[config.mk]
export PLATFORM = sky130hd
export DESIGN_NAME = scm_load_ctrl_flat
export DESIGN_NICKNAME = d
export VERILOG_FILES = /design/src/rtl/scm_load_ctrl_if.sv /design/src/rtl/scm_load_ctrl.sv /design/src/flat_wrapper.sv
export SDC_FILE = /design/constraint.sdc
export NUM_CORES = 1
export LEC_CHECK = 0
export ABC_AREA = 0
export BUFFER_PORTS_ARGS = -buffer_cell sky130_fd_sc_hd__clkbuf_2
export CAP_MARGIN = 20
export CORE_ASPECT_RATIO = 1.4
export CORE_MARGIN = 5
export CORE_UTILIZATION = 25
export CTS_BUF_LIST = sky130_fd_sc_hd__clkbuf_4 sky130_fd_sc_hd__clkbuf_8 sky130_fd_sc_hd__clkbuf_16
export CTS_CLUSTER_SIZE = 28
export DETAILED_ROUTE_END_ITERATION = 6
export PLACE_DENSITY = 0.68
export SKIP_CTS_REPAIR_TIMING = 1
export SLEW_MARGIN = 20
export SYNTH_ARGS = -nofsm -noshare
export SYNTH_HDL_FRONTEND = slang
export SYNTH_SLANG_ARGS = --single-unit
export TNS_END_PERCENT = 20
[constraint.sdc]
create_clock -name clk -period 3.52 [get_ports clk]
set_input_delay 0.528 -clock clk [delete_from_list [all_inputs] [get_ports clk]]
set_output_delay 0.528 -clock clk [all_outputs]
set_load 0.005 [all_outputs]
[src/rtl/scm_load_ctrl_if.sv]
// Bundle of the LUT-load stream, the two-requester read port and the scm
// write/read connections around scm_load_ctrl.
interface scm_load_ctrl_if #(
   parameter int AddrWidth     = 9,
   parameter int DataTypeWidth = 16
);
   logic                     load_start;
   logic                     load_valid;
   logic [DataTypeWidth-1:0] load_data;
   logic                     load_ready;
   logic                     load_busy;
   logic                     load_done;
   logic [1:0]               rd_req;
   logic [2*AddrWidth-1:0]   rd_addr;
   logic [1:0]               rd_gnt;
   logic [1:0]               rd_valid;
   logic [DataTypeWidth-1:0] rd_data;
   logic [AddrWidth-1:0]     scm_raddr;
   logic [DataTypeWidth-1:0] scm_rdata;
   logic [AddrWidth-1:0]     scm_waddr;
   logic [DataTypeWidth-1:0] scm_wdata;
   logic                     scm_we;

   modport slave (
      input  load_start, load_valid, load_data, rd_req, rd_addr, scm_rdata,
      output load_ready, load_busy, load_done, rd_gnt, rd_valid, rd_data,
             scm_raddr, scm_waddr, scm_wdata, scm_we
   );

   modport master (
      output load_start, load_valid, load_data, rd_req, rd_addr, scm_rdata,
      input  load_ready, load_busy, load_done, rd_gnt, rd_valid, rd_data,
             scm_raddr, scm_waddr, scm_wdata, scm_we
   );
endinterface

[src/rtl/scm_load_ctrl.sv]
// Load sequencer and round-robin read arbiter in front of one latch-based scm.
// Reads are only granted in IDLE, so scm writes and grants never overlap.
module scm_load_ctrl #(
   parameter int C              = 32,
   parameter int K              = 16,
   parameter int DataTypeWidth  = 16,
   parameter int ScmReadLatency = 1,
   parameter int DrainCycles    = 2
) (
   input logic              clk,
   input logic              rst_n,
   scm_load_ctrl_if.slave   bus
);
   localparam int Depth     = C * K;
   localparam int AddrWidth = $clog2(Depth);
   localparam int CntW      = AddrWidth + 1;

   localparam logic [1:0] ST_IDLE  = 2'd0;
   localparam logic [1:0] ST_LOAD  = 2'd1;
   localparam logic [1:0] ST_DRAIN = 2'd2;

   localparam logic [CntW-1:0] CNT_ZERO   = {CntW{1'b0}};
   localparam logic [CntW-1:0] CNT_ONE    = CntW'(1);
   localparam logic [CntW-1:0] LAST_BEAT  = CntW'(Depth - 1);
   localparam logic [CntW-1:0] DRAIN_LAST = CntW'(DrainCycles - 1);

   logic [1:0]      state_r;
   logic [1:0]      state_nxt_s;
   logic [CntW-1:0] cnt_r;
   logic [CntW-1:0] cnt_nxt_s;
   logic            done_r;
   logic            done_nxt_s;
   logic            ptr_r;
   logic            ptr_nxt_s;
   logic            beat_s;
   logic            arb_en_s;
   logic [1:0]      gnt_s;
   logic [1:0]      vld_s;

   // FSM next state and shared write/drain counter
   always_comb begin
      state_nxt_s = state_r;
      cnt_nxt_s   = cnt_r;
      done_nxt_s  = 1'b0;
      beat_s      = (state_r == ST_LOAD) && bus.load_valid;
      case (state_r)
         ST_IDLE: begin
            if (bus.load_start) begin
               state_nxt_s = ST_LOAD;
               cnt_nxt_s   = CNT_ZERO;
            end else begin
               cnt_nxt_s   = cnt_r;
            end
         end
         ST_LOAD: begin
            if (beat_s && (cnt_r == LAST_BEAT)) begin
               state_nxt_s = ST_DRAIN;
               cnt_nxt_s   = CNT_ZERO;
            end else if (beat_s) begin
               cnt_nxt_s   = cnt_r + CNT_ONE;
            end else begin
               cnt_nxt_s   = cnt_r;
            end
         end
         ST_DRAIN: begin
            if (cnt_r == DRAIN_LAST) begin
               state_nxt_s = ST_IDLE;
               cnt_nxt_s   = CNT_ZERO;
               done_nxt_s  = 1'b1;
            end else begin
               cnt_nxt_s   = cnt_r + CNT_ONE;
            end
         end
         default: begin
            state_nxt_s = ST_IDLE;
            cnt_nxt_s   = CNT_ZERO;
         end
      endcase
   end

   // Round-robin grant: with both requesting, the one after the last winner wins
   always_comb begin
      arb_en_s  = rst_n && (state_r == ST_IDLE) && !bus.load_start;
      gnt_s     = 2'b00;
      ptr_nxt_s = ptr_r;
      if (arb_en_s) begin
         case (bus.rd_req)
            2'b01:   gnt_s = 2'b01;
            2'b10:   gnt_s = 2'b10;
            2'b11:   gnt_s = ptr_r ? 2'b01 : 2'b10;
            default: gnt_s = 2'b00;
         endcase
      end else begin
         gnt_s = 2'b00;
      end
      if (gnt_s[1]) begin
         ptr_nxt_s = 1'b1;
      end else if (gnt_s[0]) begin
         ptr_nxt_s = 1'b0;
      end else begin
         ptr_nxt_s = ptr_r;
      end
   end

   // Control state registers
   always_ff @(posedge clk) begin
      if (!rst_n) begin
         state_r <= ST_IDLE;
         cnt_r   <= CNT_ZERO;
         done_r  <= 1'b0;
         ptr_r   <= 1'b0;
      end else begin
         state_r <= state_nxt_s;
         cnt_r   <= cnt_nxt_s;
         done_r  <= done_nxt_s;
         ptr_r   <= ptr_nxt_s;
      end
   end

   generate
      if (ScmReadLatency == 0) begin : g_lat0
         assign vld_s = gnt_s;
      end else begin : g_latn
         logic [1:0] pipe_r [ScmReadLatency];

         // Grant delay line matching the scm read latency
         always_ff @(posedge clk) begin
            if (!rst_n) begin
               for (int i = 0; i < ScmReadLatency; i++) begin
                  pipe_r[i] <= 2'b00;
               end
            end else begin
               pipe_r[0] <= gnt_s;
               for (int i = 1; i < ScmReadLatency; i++) begin
                  pipe_r[i] <= pipe_r[i-1];
               end
            end
         end

         assign vld_s = pipe_r[ScmReadLatency-1];
      end
   endgenerate

   // Outputs are forced low while reset is asserted, even mid-load.
   assign bus.load_ready = rst_n && (state_r == ST_LOAD);
   assign bus.load_busy  = rst_n && ((state_r == ST_LOAD) || (state_r == ST_DRAIN));
   assign bus.load_done  = rst_n && done_r;
   assign bus.scm_we     = rst_n && beat_s;
   assign bus.scm_waddr  = bus.scm_we ? cnt_r[AddrWidth-1:0] : {AddrWidth{1'b0}};
   assign bus.scm_wdata  = bus.scm_we ? bus.load_data : {DataTypeWidth{1'b0}};
   assign bus.rd_gnt     = gnt_s;
   assign bus.scm_raddr  = gnt_s[1] ? bus.rd_addr[AddrWidth +: AddrWidth] :
                           gnt_s[0] ? bus.rd_addr[0 +: AddrWidth] : {AddrWidth{1'b0}};
   assign bus.rd_valid   = rst_n ? vld_s : 2'b00;
   assign bus.rd_data    = (|bus.rd_valid) ? bus.scm_rdata : {DataTypeWidth{1'b0}};
endmodule

[src/flat_wrapper.sv]
// flat-port wrapper written by rule: the top's interface ports become plain ports
module scm_load_ctrl_flat 
#(
   parameter int C              = 32,
   parameter int K              = 16,
   parameter int DataTypeWidth  = 16,
   parameter int ScmReadLatency = 1,
   parameter int DrainCycles    = 2
)
  (clk, rst_n, bus_load_start, bus_load_valid, bus_load_data, bus_rd_req, bus_rd_addr, bus_scm_rdata, bus_load_ready, bus_load_busy, bus_load_done, bus_rd_gnt, bus_rd_valid, bus_rd_data, bus_scm_raddr, bus_scm_waddr, bus_scm_wdata, bus_scm_we);
  scm_load_ctrl_if #(.AddrWidth((9)), .DataTypeWidth(DataTypeWidth)) bus_i ();
  input logic clk;
  input logic rst_n;
  input wire logic [$bits(bus_i.load_start)-1:0] bus_load_start;
  input wire logic [$bits(bus_i.load_valid)-1:0] bus_load_valid;
  input wire logic [$bits(bus_i.load_data)-1:0] bus_load_data;
  input wire logic [$bits(bus_i.rd_req)-1:0] bus_rd_req;
  input wire logic [$bits(bus_i.rd_addr)-1:0] bus_rd_addr;
  input wire logic [$bits(bus_i.scm_rdata)-1:0] bus_scm_rdata;
  output wire logic [$bits(bus_i.load_ready)-1:0] bus_load_ready;
  output wire logic [$bits(bus_i.load_busy)-1:0] bus_load_busy;
  output wire logic [$bits(bus_i.load_done)-1:0] bus_load_done;
  output wire logic [$bits(bus_i.rd_gnt)-1:0] bus_rd_gnt;
  output wire logic [$bits(bus_i.rd_valid)-1:0] bus_rd_valid;
  output wire logic [$bits(bus_i.rd_data)-1:0] bus_rd_data;
  output wire logic [$bits(bus_i.scm_raddr)-1:0] bus_scm_raddr;
  output wire logic [$bits(bus_i.scm_waddr)-1:0] bus_scm_waddr;
  output wire logic [$bits(bus_i.scm_wdata)-1:0] bus_scm_wdata;
  output wire logic [$bits(bus_i.scm_we)-1:0] bus_scm_we;
  assign bus_i.load_start = bus_load_start;
  assign bus_i.load_valid = bus_load_valid;
  assign bus_i.load_data = bus_load_data;
  assign bus_i.rd_req = bus_rd_req;
  assign bus_i.rd_addr = bus_rd_addr;
  assign bus_i.scm_rdata = bus_scm_rdata;
  assign bus_load_ready = bus_i.load_ready;
  assign bus_load_busy = bus_i.load_busy;
  assign bus_load_done = bus_i.load_done;
  assign bus_rd_gnt = bus_i.rd_gnt;
  assign bus_rd_valid = bus_i.rd_valid;
  assign bus_rd_data = bus_i.rd_data;
  assign bus_scm_raddr = bus_i.scm_raddr;
  assign bus_scm_waddr = bus_i.scm_waddr;
  assign bus_scm_wdata = bus_i.scm_wdata;
  assign bus_scm_we = bus_i.scm_we;
  scm_load_ctrl #(.C(C), .K(K), .DataTypeWidth(DataTypeWidth), .ScmReadLatency(ScmReadLatency), .DrainCycles(DrainCycles)) u_core (.clk(clk), .rst_n(rst_n), .bus(bus_i));
endmodule
==> results_dict.tcl, run 1 <==
set metrics [dict create \
    status "completed" \
    cts.clk_slew.worst_paths_ps 60 \
    setup_viol 0 \
    hold_path.class "flop to flop" \
    worst_ir_drop_vdd_mv 0.2307 \
    cp_num_buf_inv 3 \
    antenna_found_initial 0 \
    syn_to_final_growth_pct 47.19 \
    slowest_stage "dfxtp_1" \
    cts_tree "built" \
    fp.coreArea_sq_um 5485 \
    synthTopCellsByArea "dfxtp_1 (23%), and2_1 (13%), nor2b_1 (7.6%)" \
    first_global_vias 1593 \
    track_usage_pct 10.73 \
    worstPathArrival_ps 2010 \
    power.leakage_nw 1.004 \
    cp_top_family "simple AND/OR/NAND/NOR gates" \
    remaining_drc_errors 0 \
    vias 1590 \
    ant_nets 0 \
    final-hold-violation-count 0 \
    routed_wl_um 4085 \
    path_depth 8 \
    ys_warn_count 0 \
    start_kind "flop" \
    yosysUniqueCellTypes 44 \
    die_h_um 98.71 \
    drtPass1Iterations 4 \
    crit_fanout 11 \
    yosys.area.top_type "dfxtp_1" \
    start_util_pct 25.62 \
    syn-num-nets 230 \
    yosysSeqAreaShare_pct 22.80 \
    synthesis.area_sq_um 1405 \
    place_area_sq_um 2013 \
    clock_latency_ps 250 \
    finalMaxSlewViolations 0 \
    rows 32 \
    hold_ws_ps 485.1 \
    drt-initial-drc-count 25 \
    final_area_sq_um 2068 \
    final_cell_mix "clkbuf_2 (113), and2_1 (30), nor2b_1 (17)" \
    clock-sinks 16 \
    grt_pass1_wl_um 6568 \
    cts-root-buf "clkbuf_8" \
    max_freq_mhz 393.3 \
    slowest_delay_ps 340 \
    maxCapViolCount 0 \
    grt_overflow 0 \
    cts-htree-levels 1 \
    async_flop_share_pct 0 \
    routabilityCongestion 0.8006 \
    powerDensity_nw_per_um2 367.3 \
    max_slew_margin_pct 41.62 \
    post-dp-hpwl_um 3468 \
    num_antenna_cells 0 \
    synth.top_cell.area_share_pct 22.80 \
    synth_edf_count 0 \
    holdPathStages 2 \
    required_ps 2990 \
    num-nets-final 339 \
    synthFlopType "dfxtp_1" \
    skew_ps 3.160 \
    fin_crit_ps 2542 \
    worst-setup-path-type "flop to output pin" \
    path_cells "inv_1, ha_1, nor2b_4, nand2_1, a211oi_1, buf_4, a22o_1, clkbuf_2" \
    vias_per_cell 4.636 \
    rsz0062_at_grt "false" \
    ios 114 \
    ys_ff_latch 16 \
    cts_buffers 3 \
    min_period_over_period_pct 72.23 \
    clock_path_buffers 2 \
    fin_tns_setup_ps 0 \
    endpoint_kind "output pin" \
    routedWlPerCell_um 11.91 \
    drive_gt1_share_pct 47.27 \
    numPortBuffers 113 \
    dieArea_sq_um 7241 \
    tightest_slew_ps 872.5 \
    synth_area_per_cell_sq_um 8.414 \
    reg2reg_depth 6 \
    mostFrequentLayoutCell "clkbuf_2" \
    syn_inst 167 \
    die_w_um 73.36 \
    grt_max_degree 27 \
]
[cell families (layout without fill, tap and decap cells)]
group | count (synthesis) | count (layout) | synth area share, %
simple gates | 85 | 85 | 38.29
compound gates | 34 | 34 | 22.80
buf+inv | 19 | 127 | 5.966
flops | 16 | 16 | 22.80
fa+ha+maj | 7 | 7 | 6.233
xor+xnor | 4 | 4 | 2.493
mux | 2 | 2 | 1.425
[where the power goes]
group          switching [mW]  internal, mW
Clock                  0.0640        0.0992
Sequential             0.0139         0.197
Combinational           0.213         0.172
Total                   0.291         0.469
[layer usage]
layer	share of wire, %	up-vias	global-route usage [%]
met4	0.51	0	2.650
li1	-	804	-
met5	0	-	0
met2	48	87	19.43
met3	13	3	2.449
met1	39	696	12.43
[tightest hold or removal path, stage by stage (launching register included)]
cell     delay, ps
dfxtp_1        320
nand2_1         60
mux2i_1         60
[sequential cells by signal, indices dropped and copies added, names as in the netlist]
register / cells
u_core.done_r: 1
u_core.ptr_r: 1
u_core.g_latn.pipe_r: 2
u_core.cnt_r: 10
u_core.state_r: 2
[area by class of cell]
type | count | area (sq um)
inverters | 9 | 33.78
multi-input cells | 132 | 1001
well taps | 68 | 85.08
clock buffers | 4 | 55.05
fillers | 580 | 3417
repair buffers | 114 | 573.1
flip-flops and latches | 16 | 320.3
[cell usage after synthesis (2+ instances only)]
cell type,number
mux2i_1,2
nor2b_1,17
o221ai_1,2
xnor2_1,4
a21oi_1,4
and2_1,30
o211ai_1,2
inv_1,8
o221a_1,2
nor4b_2,2
nand2_1,12
clkbuf_1,7
a211oi_1,6
o2111a_1,2
nand4_1,2
nand3_1,3
dfxtp_1,16
a22o_1,9
nor3_1,4
nor2_1,3
ha_1,7
[metrics by stage]
stage	power, mW	utilization, %	setup slack (ps)	std cells
6_report	0.7596	37.71	977.7	343
5_1_grt	0.8167	37.71	835.6	343
4_1_cts	0.7690	37.71	940.8	343
3_5_place_dp	0.6045	36.70	1083	339
3_3_place_gp	0.5965	36.70	1177	339
2_1_floorplan	0.4905	-	1487	167
[worst paths after layout]
kind	to	start	slack, ps
max	bus_scm_raddr[1]	u_core.state_r[0]	980
min reg2reg	u_core.state_r[1]	u_core.state_r[1]	490
max reg2reg	u_core.cnt_r[9]	u_core.state_r[1]	1600
min	u_core.state_r[1]	u_core.state_r[1]	490
No activity file was read; power rests on OpenSTA's default activity.
==> run 2, diff against run 1 <==
--- a/config.mk
+++ b/config.mk
@@ -5,7 +5,7 @@
 export SDC_FILE = /design/constraint.sdc
 export NUM_CORES = 1
 export LEC_CHECK = 0
-export ABC_AREA = 0
+export ABC_AREA = 1
 export BUFFER_PORTS_ARGS = -buffer_cell sky130_fd_sc_hd__clkbuf_2
 export CAP_MARGIN = 20
 export CORE_ASPECT_RATIO = 1.4
==> constraint.sdc (replaced) <==
create_clock -name clk -period 2.55 [get_ports clk]
set_input_delay 0.3825 -clock clk [delete_from_list [all_inputs] [get_ports clk]]
set_output_delay 0.3825 -clock clk [all_outputs]
set_load 0.005 [all_outputs]
==> results_dict.tcl, run 2 <==
set metrics [dict create \
    track_usage_pct 11.89 \
    syn_to_final_growth_pct 46.81 \
    fin_util_pct 37.57 \
    pre_cts_ws_ps 636.3 \
    num_antenna_cells 0 \
    synthTopCellsByArea "dfxtp_1 (23%), inv_1 (15%), nor2_1 (15%)" \
    largest-register "u_core.cnt_r" \
    synth.top_cell.area_share_pct 22.65 \
    tightest_slew_ps 551.9 \
    fp.coreArea_sq_um 5525 \
    grt_max_degree 26 \
    cp_top_family "buffers and inverters" \
    min_period_over_period_pct 82.57 \
    cts.clk_slew.worst_paths_ps 60 \
    yosysSeqAreaShare_pct 22.65 \
    routedWlPerCell_um 10.52 \
    yosys.area.top_type "dfxtp_1" \
    routabilityCongestion 0.8354 \
    slowest_delay_ps 360 \
    slowest_stage "dfxtp_1" \
    finalMaxSlewViolations 0 \
    status "completed" \
    clock-sinks 16 \
    powerDensity_nw_per_um2 502.4 \
    numPortBuffers 113 \
    maxCapViolCount 0 \
    post-dp-hpwl_um 3805 \
    grt_overflow 0 \
    remaining_drc_errors 0 \
    mostFrequentLayoutCell "clkbuf_2" \
    worst_ir_drop_vdd_mv 0.4653 \
    skew_ps 2.372 \
    ios 114 \
    start_kind "flop" \
    cts-root-buf "clkbuf_8" \
    ant_nets 0 \
    clock_path_buffers 2 \
    cts_buffers 3 \
    rows 32 \
    path_cells "inv_1, ha_1, nand2_4, nor2_1, o211ai_2, clkinv_2, a22o_1, clkbuf_2" \
    reg_top3 "u_core.cnt_r: 10 flops, u_core.g_latn.pipe_r: 2 flops, u_core.state_r: 2 flops" \
    setup_viol 0 \
    synth_commonest_cells "inv_1 (57), nor2_1 (57), nand2_1 (33)" \
    crit_fanout 10 \
    final_cell_mix "clkbuf_2 (113), inv_1 (57), nor2_1 (57)" \
    cp_num_buf_inv 3 \
    power.leakage_nw 1.287 \
    yosysUniqueCellTypes 26 \
    placedCellCount 417 \
    routed_wl_um 4417 \
    fin_cells 420 \
    hold_path.class "input port to flop" \
    setup_ws_ps 444.6 \
    async_flop_share_pct 0 \
    drive_gt1_share_pct 38.92 \
    fin_crit_ps 2105 \
    worstPathArrival_ps 1720 \
    worst-setup-path-type "flop to output pin" \
    max_freq_mhz 475.0 \
    synth_edf_count 0 \
    syn-num-nets 304 \
    required_ps 2170 \
    num-nets-final 417 \
    final-hold-violation-count 0 \
    max_slew_margin_pct 63.17 \
    dieArea_sq_um 7280 \
    ys_warn_count 0 \
    cts_tree "built" \
    drtPass1Iterations 4 \
    start_util_pct 25.59 \
    antenna_found_initial 0 \
    vias 1815 \
    ys_ff_latch 16 \
    fin_tns_setup_ps 0 \
    largest_register_ffs 10 \
    finalPower_mw 1.043 \
    vias_per_cell 4.321 \
    first_global_vias 1785 \
    die_h_um 98.98 \
    synthesis.area_sq_um 1414 \
    rsz0062_at_grt "false" \
    clock_latency_ps 240 \
    endpoint_kind "output pin" \
    cts-htree-levels 1 \
    drt-initial-drc-count 47 \
    synth_area_per_cell_sq_um 5.867 \
    syn_inst 241 \
    die_w_um 73.56 \
    synthFlopType "dfxtp_1" \
    grt_pass1_wl_um 7169 \
]
## run 2: cell count changes in the layout (fill, tap and decap cells not counted), sizes merged, moves of 8 or more
cell / delta
nand3: +9
inv: +53
a21oi: +8
o21ai: +8
nand2: +25
and2: -30
nor2b: -18
nor2: +58
## run 2: logic make-up (layout without fill, tap and decap cells)
group | count (synthesis) | after routing | share of synthesized area [%]
AO/OA/AOI/OAI | 34 | 34 | 16.82
adder cells (fa/ha/maj) | 7 | 7 | 6.194
buffers and inverters | 68 | 179 | 19.20
flip-flops | 16 | 16 | 22.66
AND/OR/NAND/NOR | 116 | 116 | 35.13
## run 2: worst paths after layout
check	cells past startpoint	slack, ps	from	endpoint
max	8	440	u_core.state_r[0]	bus_scm_raddr[6]
min reg2reg	2	490	u_core.ptr_r	u_core.ptr_r
min	3	430	bus_rd_req[0]	u_core.g_latn.pipe_r[0][0]
max reg2reg	9	910	u_core.state_r[1]	u_core.cnt_r[4]
## run 2: layout make-up
cell class	instances	area [sq um]
fillers	595	3450
multi-input cells	157	822.0
repair buffers	114	573.1
flip-flops and latches	16	320.3
inverters	62	234.0
well taps	68	85.08
clock buffers	3	41.29
## run 2: per-stage QoR
step	instance area (sq um)	hold WS, ps
3_3_place_gp	2034	476.9
3_5_place_dp	2034	480.4
2_1_floorplan	1414	462.0
6_report	2076	432.8
5_1_grt	2076	448.3
4_1_cts	2076	424.3
## run 2: where the power goes
| part | switching, mW | leakage (nW) | internal (mW) |
|---|---|---|---|
| logic | 0.358 | 1.14 | 0.209 |
| clock network | 0.0780 | 0.0216 | 0.105 |
| registers | 0.0165 | 0.130 | 0.277 |
## run 2: per-layer routing
metal,global-route usage [%],share of wire (%)
met5,0,0
met4,7.113,3.2
met3,1.429,9.8
met2,22.13,51
met1,12.08,36
## run 2: worst register-to-register path, cell delays in order (launching register included)
cell and delay, ps:
dfxtp_1 310, inv_1 140, ha_1 280, inv_2 70, o21ai_4 270, inv_2 150
nand2_1 110, a21oi_1 60, o21ai_0 80, a21oi_1 60
